`src/rtl/eq_compute_unit.sv`:
```
// eq_compute_unit: flight-equation datapath for the BIST checker.
// Computes either result_a = x1*x1 + x2*v (altitude, sel_eq=0) or
// result_b = t*v + c (battery, sel_eq=1) with a single shared signed
// DWxDW multiplier, sequenced IDLE -> MUL1 -> MUL2 -> ADD -> IDLE.
// Results are saturated to RW bits and held until the next write.

// Shared signed multiplier, purely combinational. Operands are sign-extended
// to the product width so the truncated product is the exact signed result.
module eq_mul #(
   parameter int DW = 8
) (
   input  logic [DW-1:0]   a,
   input  logic [DW-1:0]   b,
   output logic [2*DW-1:0] p
);
   logic [2*DW-1:0] a_ext;
   logic [2*DW-1:0] b_ext;

   assign a_ext = {{DW{a[DW-1]}}, a};
   assign b_ext = {{DW{b[DW-1]}}, b};
   assign p     = a_ext * b_ext;
endmodule

module eq_compute_unit #(
   parameter int DW = 8,
   parameter int RW = 16   // must equal 2*DW
) (
   input  logic          clk,
   input  logic          rst,
   input  logic          in_valid,
   output logic          in_ready,
   input  logic          sel_eq,
   input  logic [DW-1:0] x1,
   input  logic [DW-1:0] x2,
   input  logic [DW-1:0] v,
   input  logic [DW-1:0] t,
   input  logic [DW-1:0] c,
   output logic [RW-1:0] result_a,
   output logic [RW-1:0] result_b,
   output logic          out_valid,
   output logic          out_sel,
   output logic          sat
);

   typedef enum logic [1:0] {IDLE, MUL1, MUL2, ADD} state_t;

   // Operand set captured at the accept edge; inputs are ignored afterwards.
   typedef struct packed {
      logic          sel;
      logic [DW-1:0] x1;
      logic [DW-1:0] x2;
      logic [DW-1:0] v;
      logic [DW-1:0] t;
      logic [DW-1:0] c;
   } ops_t;

   localparam logic [RW-1:0] SAT_MAX = {1'b0, {(RW-1){1'b1}}};
   localparam logic [RW-1:0] SAT_MIN = {1'b1, {(RW-1){1'b0}}};

   state_t          state;
   ops_t            ops;
   logic [RW-1:0]   p0;
   logic [RW-1:0]   p1;

   logic [DW-1:0]   mul_a;
   logic [DW-1:0]   mul_b;
   logic [RW-1:0]   mul_p;

   logic [RW:0]     sum;
   logic            ovf;
   logic [RW-1:0]   sum_sat;

   assign in_ready = (state == IDLE);

   // Multiplier operand steering: MUL1 forms p0, MUL2 forms the altitude p1.
   // The battery path needs no multiply in MUL2, so the mux just idles there.
   always_comb begin
      mul_a = ops.x1;
      mul_b = ops.x1;
      if (state == MUL2) begin
         mul_a = ops.x2;
         mul_b = ops.v;
      end else if (ops.sel) begin
         mul_a = ops.t;
         mul_b = ops.v;
      end
   end

   eq_mul #(.DW(DW)) u_mul (
      .a (mul_a),
      .b (mul_b),
      .p (mul_p)
   );

   // One-bit-wider sum; the top two bits disagree exactly on overflow, and the
   // top bit then gives the direction to clamp toward.
   always_comb begin
      sum     = {p0[RW-1], p0} + {p1[RW-1], p1};
      ovf     = sum[RW] ^ sum[RW-1];
      sum_sat = sum[RW-1:0];
      if (ovf) sum_sat = sum[RW] ? SAT_MIN : SAT_MAX;
   end

   // Sequencer with registered datapath and outputs; out_valid is a one-cycle
   // pulse, out_sel and sat hold until the next write.
   always_ff @(posedge clk or posedge rst) begin
      if (rst) begin
         state     <= IDLE;
         ops       <= '0;
         p0        <= '0;
         p1        <= '0;
         result_a  <= '0;
         result_b  <= '0;
         out_valid <= 1'b0;
         out_sel   <= 1'b0;
         sat       <= 1'b0;
      end else begin
         out_valid <= 1'b0;
         case (state)
            IDLE: begin
               if (in_valid) begin
                  ops   <= '{sel: sel_eq, x1: x1, x2: x2, v: v, t: t, c: c};
                  state <= MUL1;
               end
            end
            MUL1: begin
               p0    <= mul_p;
               state <= MUL2;
            end
            MUL2: begin
               p1    <= ops.sel ? {{(RW-DW){ops.c[DW-1]}}, ops.c} : mul_p;
               state <= ADD;
            end
            ADD: begin
               if (ops.sel) result_b <= sum_sat;
               else         result_a <= sum_sat;
               out_valid <= 1'b1;
               out_sel   <= ops.sel;
               sat       <= ovf;
               state     <= IDLE;
            end
            default: state <= IDLE;
         endcase
      end
   end

endmodule

```
`config.mk`:
```
export PLATFORM = sky130hd
export DESIGN_NAME = eq_compute_unit
export DESIGN_NICKNAME = d
export VERILOG_FILES = /design/src/rtl/eq_compute_unit.sv
export SDC_FILE = /design/constraint.sdc
export NUM_CORES = 1
export LEC_CHECK = 0
export CAP_MARGIN = 20
export CORE_MARGIN = 5
export CORE_UTILIZATION = 53
export DETAILED_ROUTE_END_ITERATION = 10
export GPL_ROUTABILITY_DRIVEN = 1
export GPL_TIMING_DRIVEN = 1
export PLACE_DENSITY = 0.78
export SKIP_LAST_GASP = 1
export SLEW_MARGIN = 40
export SYNTH_ARGS = -nofsm -noshare
export SYNTH_HDL_FRONTEND = slang
export SYNTH_SLANG_ARGS = --single-unit
```
`constraint.sdc`:
```
create_clock -name clk -period 5.5 [get_ports clk]
set_input_delay 1.1 -clock clk [delete_from_list [all_inputs] [get_ports clk]]
set_output_delay 1.1 -clock clk [all_outputs]
set_load 0.1 [all_outputs]
```
==> qor.yml <==
synth_fa_ha_area_share_pct: 21.85
cp_top_family: "adder cells"
max_stage_delay_ns: 0.54
die_w_um: 132.4
end_kind: "flop"
gp_congestion: 0.8331
drt_wl_total_um: 16660
hold_viol_final: 0
grt-ovfl-total: 0
critPathLaunchType: "flop"
layout_common_cells: "dfrtp_1 (110), inv_1 (99), nor2_1 (83)"
drive_gt1_share_pct: 22.61
tightest_slew_ns: 0.7133
fill_cells: 1173
start_util_pct: 54.41
synthMuxAreaShare_pct: 10.80
numCtsBuffers: 9
hold_path.class: "flop to flop"
fmax_mhz: 187.8
syn_nets: 934
cts_root_buf: "clkbuf_16"
final_common_cell: "dfrtp_1"
synthSimpleGateAreaFrac_pct: 11.51
ys.flop_type: "dfrtp_1"
portBuffers: 79
synth_cells: 785
crit_end: "p1[11]"
synth-async-reset-ratio_pct: 100.0
routed_wire_length_per_instance_um: 15.53
grt_usage_pct: 19.18
criticalPathCategory: "flop to flop"
rrSetupSlack_ns: 0.18
first_global_vias: 5904
clock_latency_ns: 0.36
worstSetupStartpoint: "state[1]"
syn_to_final_growth_pct: 18.66
cp_num_cells: 21
num_antenna_cells: 0
drtIter0Drc: 227
dp.final_hpwl_um: 13000
syn_area_um2: 7938
io_pins: 80
worstPathRequired_ns: 5.75
grt_max_degree: 74
drc: 0
vias_per_cell: 5.390
synth_area_per_cell_um2: 10.11
synth_xor_area_share_pct: 3.200
utilization_pct: 64.56
antenna_found_initial: 0
setup_violations: 0
slowest_stage: "fa_1"
coreArea_um2: 14590
nets: 1033
reg2regPathDepth: 21
status: "complete, no violations"
num_rows: 44
yosysUniqueCellTypes: 57
fin_crit_ns: 5.324
seq_area_frac_synth_pct: 34.68
synth_top_family_by_area: "adder cells"
critical_path.cell_chain: "ha_4 > nor2_4 > buf_4 > mux2i_4 > nor2_1 > fa_1 > inv_1 > fa_1 > inv_1 > fa_1 > inv_1 > fa_1 > inv_1 > ha_1 > o21ai_1 > o21bai_1 > a31o_2 > a21oi_2 > xor2_1 > o211ai_1 > o21a_1"
h-tree-depth: 3
clock_sinks: 110
synth-compound-area-share_pct: 11.70
cts_buffer_depth: 2
die_area_um2: 17520
timing.critical_path.buf_inv: 5
period_share_pct: 96.79
skew_ns: 0.007703
r2r-end: "p1[11]"
r2r-start: "state[1]"
crit_arrival_ns: 5.57
ys_ff_latch: 110
die_h_um: 132.4
dr_total_vias: 5783
maxCapViolations: 0
synth_enable_flop_cells: 0
drtAntennaViolNets: 0
grt_pass1_wl_um: 28060
slew_violations: 0
cts_tree: "yes"
yosys_warnings: 0
dr.pass1.iters: 4
path_max_fanout: 4
slew_headroom_pct: 52.30
clk_pin_slew_ns: 0.07
## metrics by stage
| stage | setup TNS, ns | hold slack [ns] | instance area (um2) | instances | worst slack, ns |
|---|---|---|---|---|---|
| 3_3_place_gp | 0 | 0.4602 | 9065 | 1053 | 0.1420 |
| 2_1_floorplan | 0 | 0.4549 | 7938 | 785 | 0.07145 |
| 6_report | 0 | 0.4776 | 9419 | 1073 | 0.1764 |
| 3_5_place_dp | -0.1426 | 0.4649 | 8906 | 1053 | -0.06166 |
| 4_1_cts | 0 | 0.4816 | 9240 | 1069 | 0.01937 |
| 5_1_grt | -0.1555 | 0.5035 | 9419 | 1073 | -0.05238 |
## tightest hold or removal path, cell delays in order (launching register included)
cell,delay [ns]
dfrtp_1,0.34
nand2_1,0.05
o21ai_0,0.06
## synth_stat cells, types with 9 or more instances
library cell	number	share of area, %
a21oi_1	45	2.8
clkbuf_1	9	0.43
dfrtp_1	110	35
fa_1	56	14
ha_1	49	7.7
inv_1	101	4.8
mux2_2	53	7.5
mux2i_1	26	3.3
nand2_1	46	2.2
nor2_1	84	4.0
nor3_2	11	1.4
o21ai_0	41	2.6
or2_2	13	1.0
xnor2_1	21	2.3
## logic make-up (layout without fill, tap and decap cells)
group	after synthesis	in the layout
adder cells (fa/ha/maj)	105	105
buffers and inverters	125	229
multiplexers	79	79
flip-flops	110	110
XOR/XNOR	29	29
AND/OR/NAND/NOR	191	191
AO/OA/AOI/OAI	146	146
## what timing repair did
action / in CTS / in global routing
pin swaps: 1 / 6
resized for setup: 5 / 29
hold buffers: 0 / 0
setup buffers: 0 / 4
setup endpoints to repair: 4 / 10
## cell type report
type                            count  area, um2  share of cell area, %
Clock buffer                       10      239.0                  2.537
Timing Repair Buffer              112      869.6                  9.232
Inverter                          101      384.1                  4.078
Clock inverter                      6      75.07                 0.7970
Sequential cell                   110       2753                  29.22
Tap cell                          184      230.2                  2.444
Multi-Input combinational cell    550       4868                  51.69
## state kept, by name, summed over array words and instances, names as in the netlist
name	count
sat	1
out_sel	1
result_b	16
out_valid	1
ops	41
p0	16
state	2
p1	16
result_a	16
## worst min-delay path by stage
stage | cells after the start | endpoint | start
after floorplan | 1 | p1[10] | p1[10]
after detailed placement | 2 | result_a[0] | result_a[0]
after CTS | 2 | result_a[0] | result_a[0]
final | 2 | result_a[8] | result_a[8]
after global routing | 2 | result_b[0] | result_b[0]
after global placement | 2 | result_a[8] | result_a[8]
## routing by layer
metal | GRT usage, % | up-vias | share of wire (%)
li1 | - | 2808 | -
met1 | 24.61 | 2807 | 43
met2 | 32.49 | 136 | 50
met3 | 3.969 | 32 | 4.9
met4 | 6.391 | 0 | 2.1
met5 | 0 | - | 0
Power is left out: the tool's default activity adds up to more than one toggle a clock period on the data nets, which glitch-free logic cannot reach.
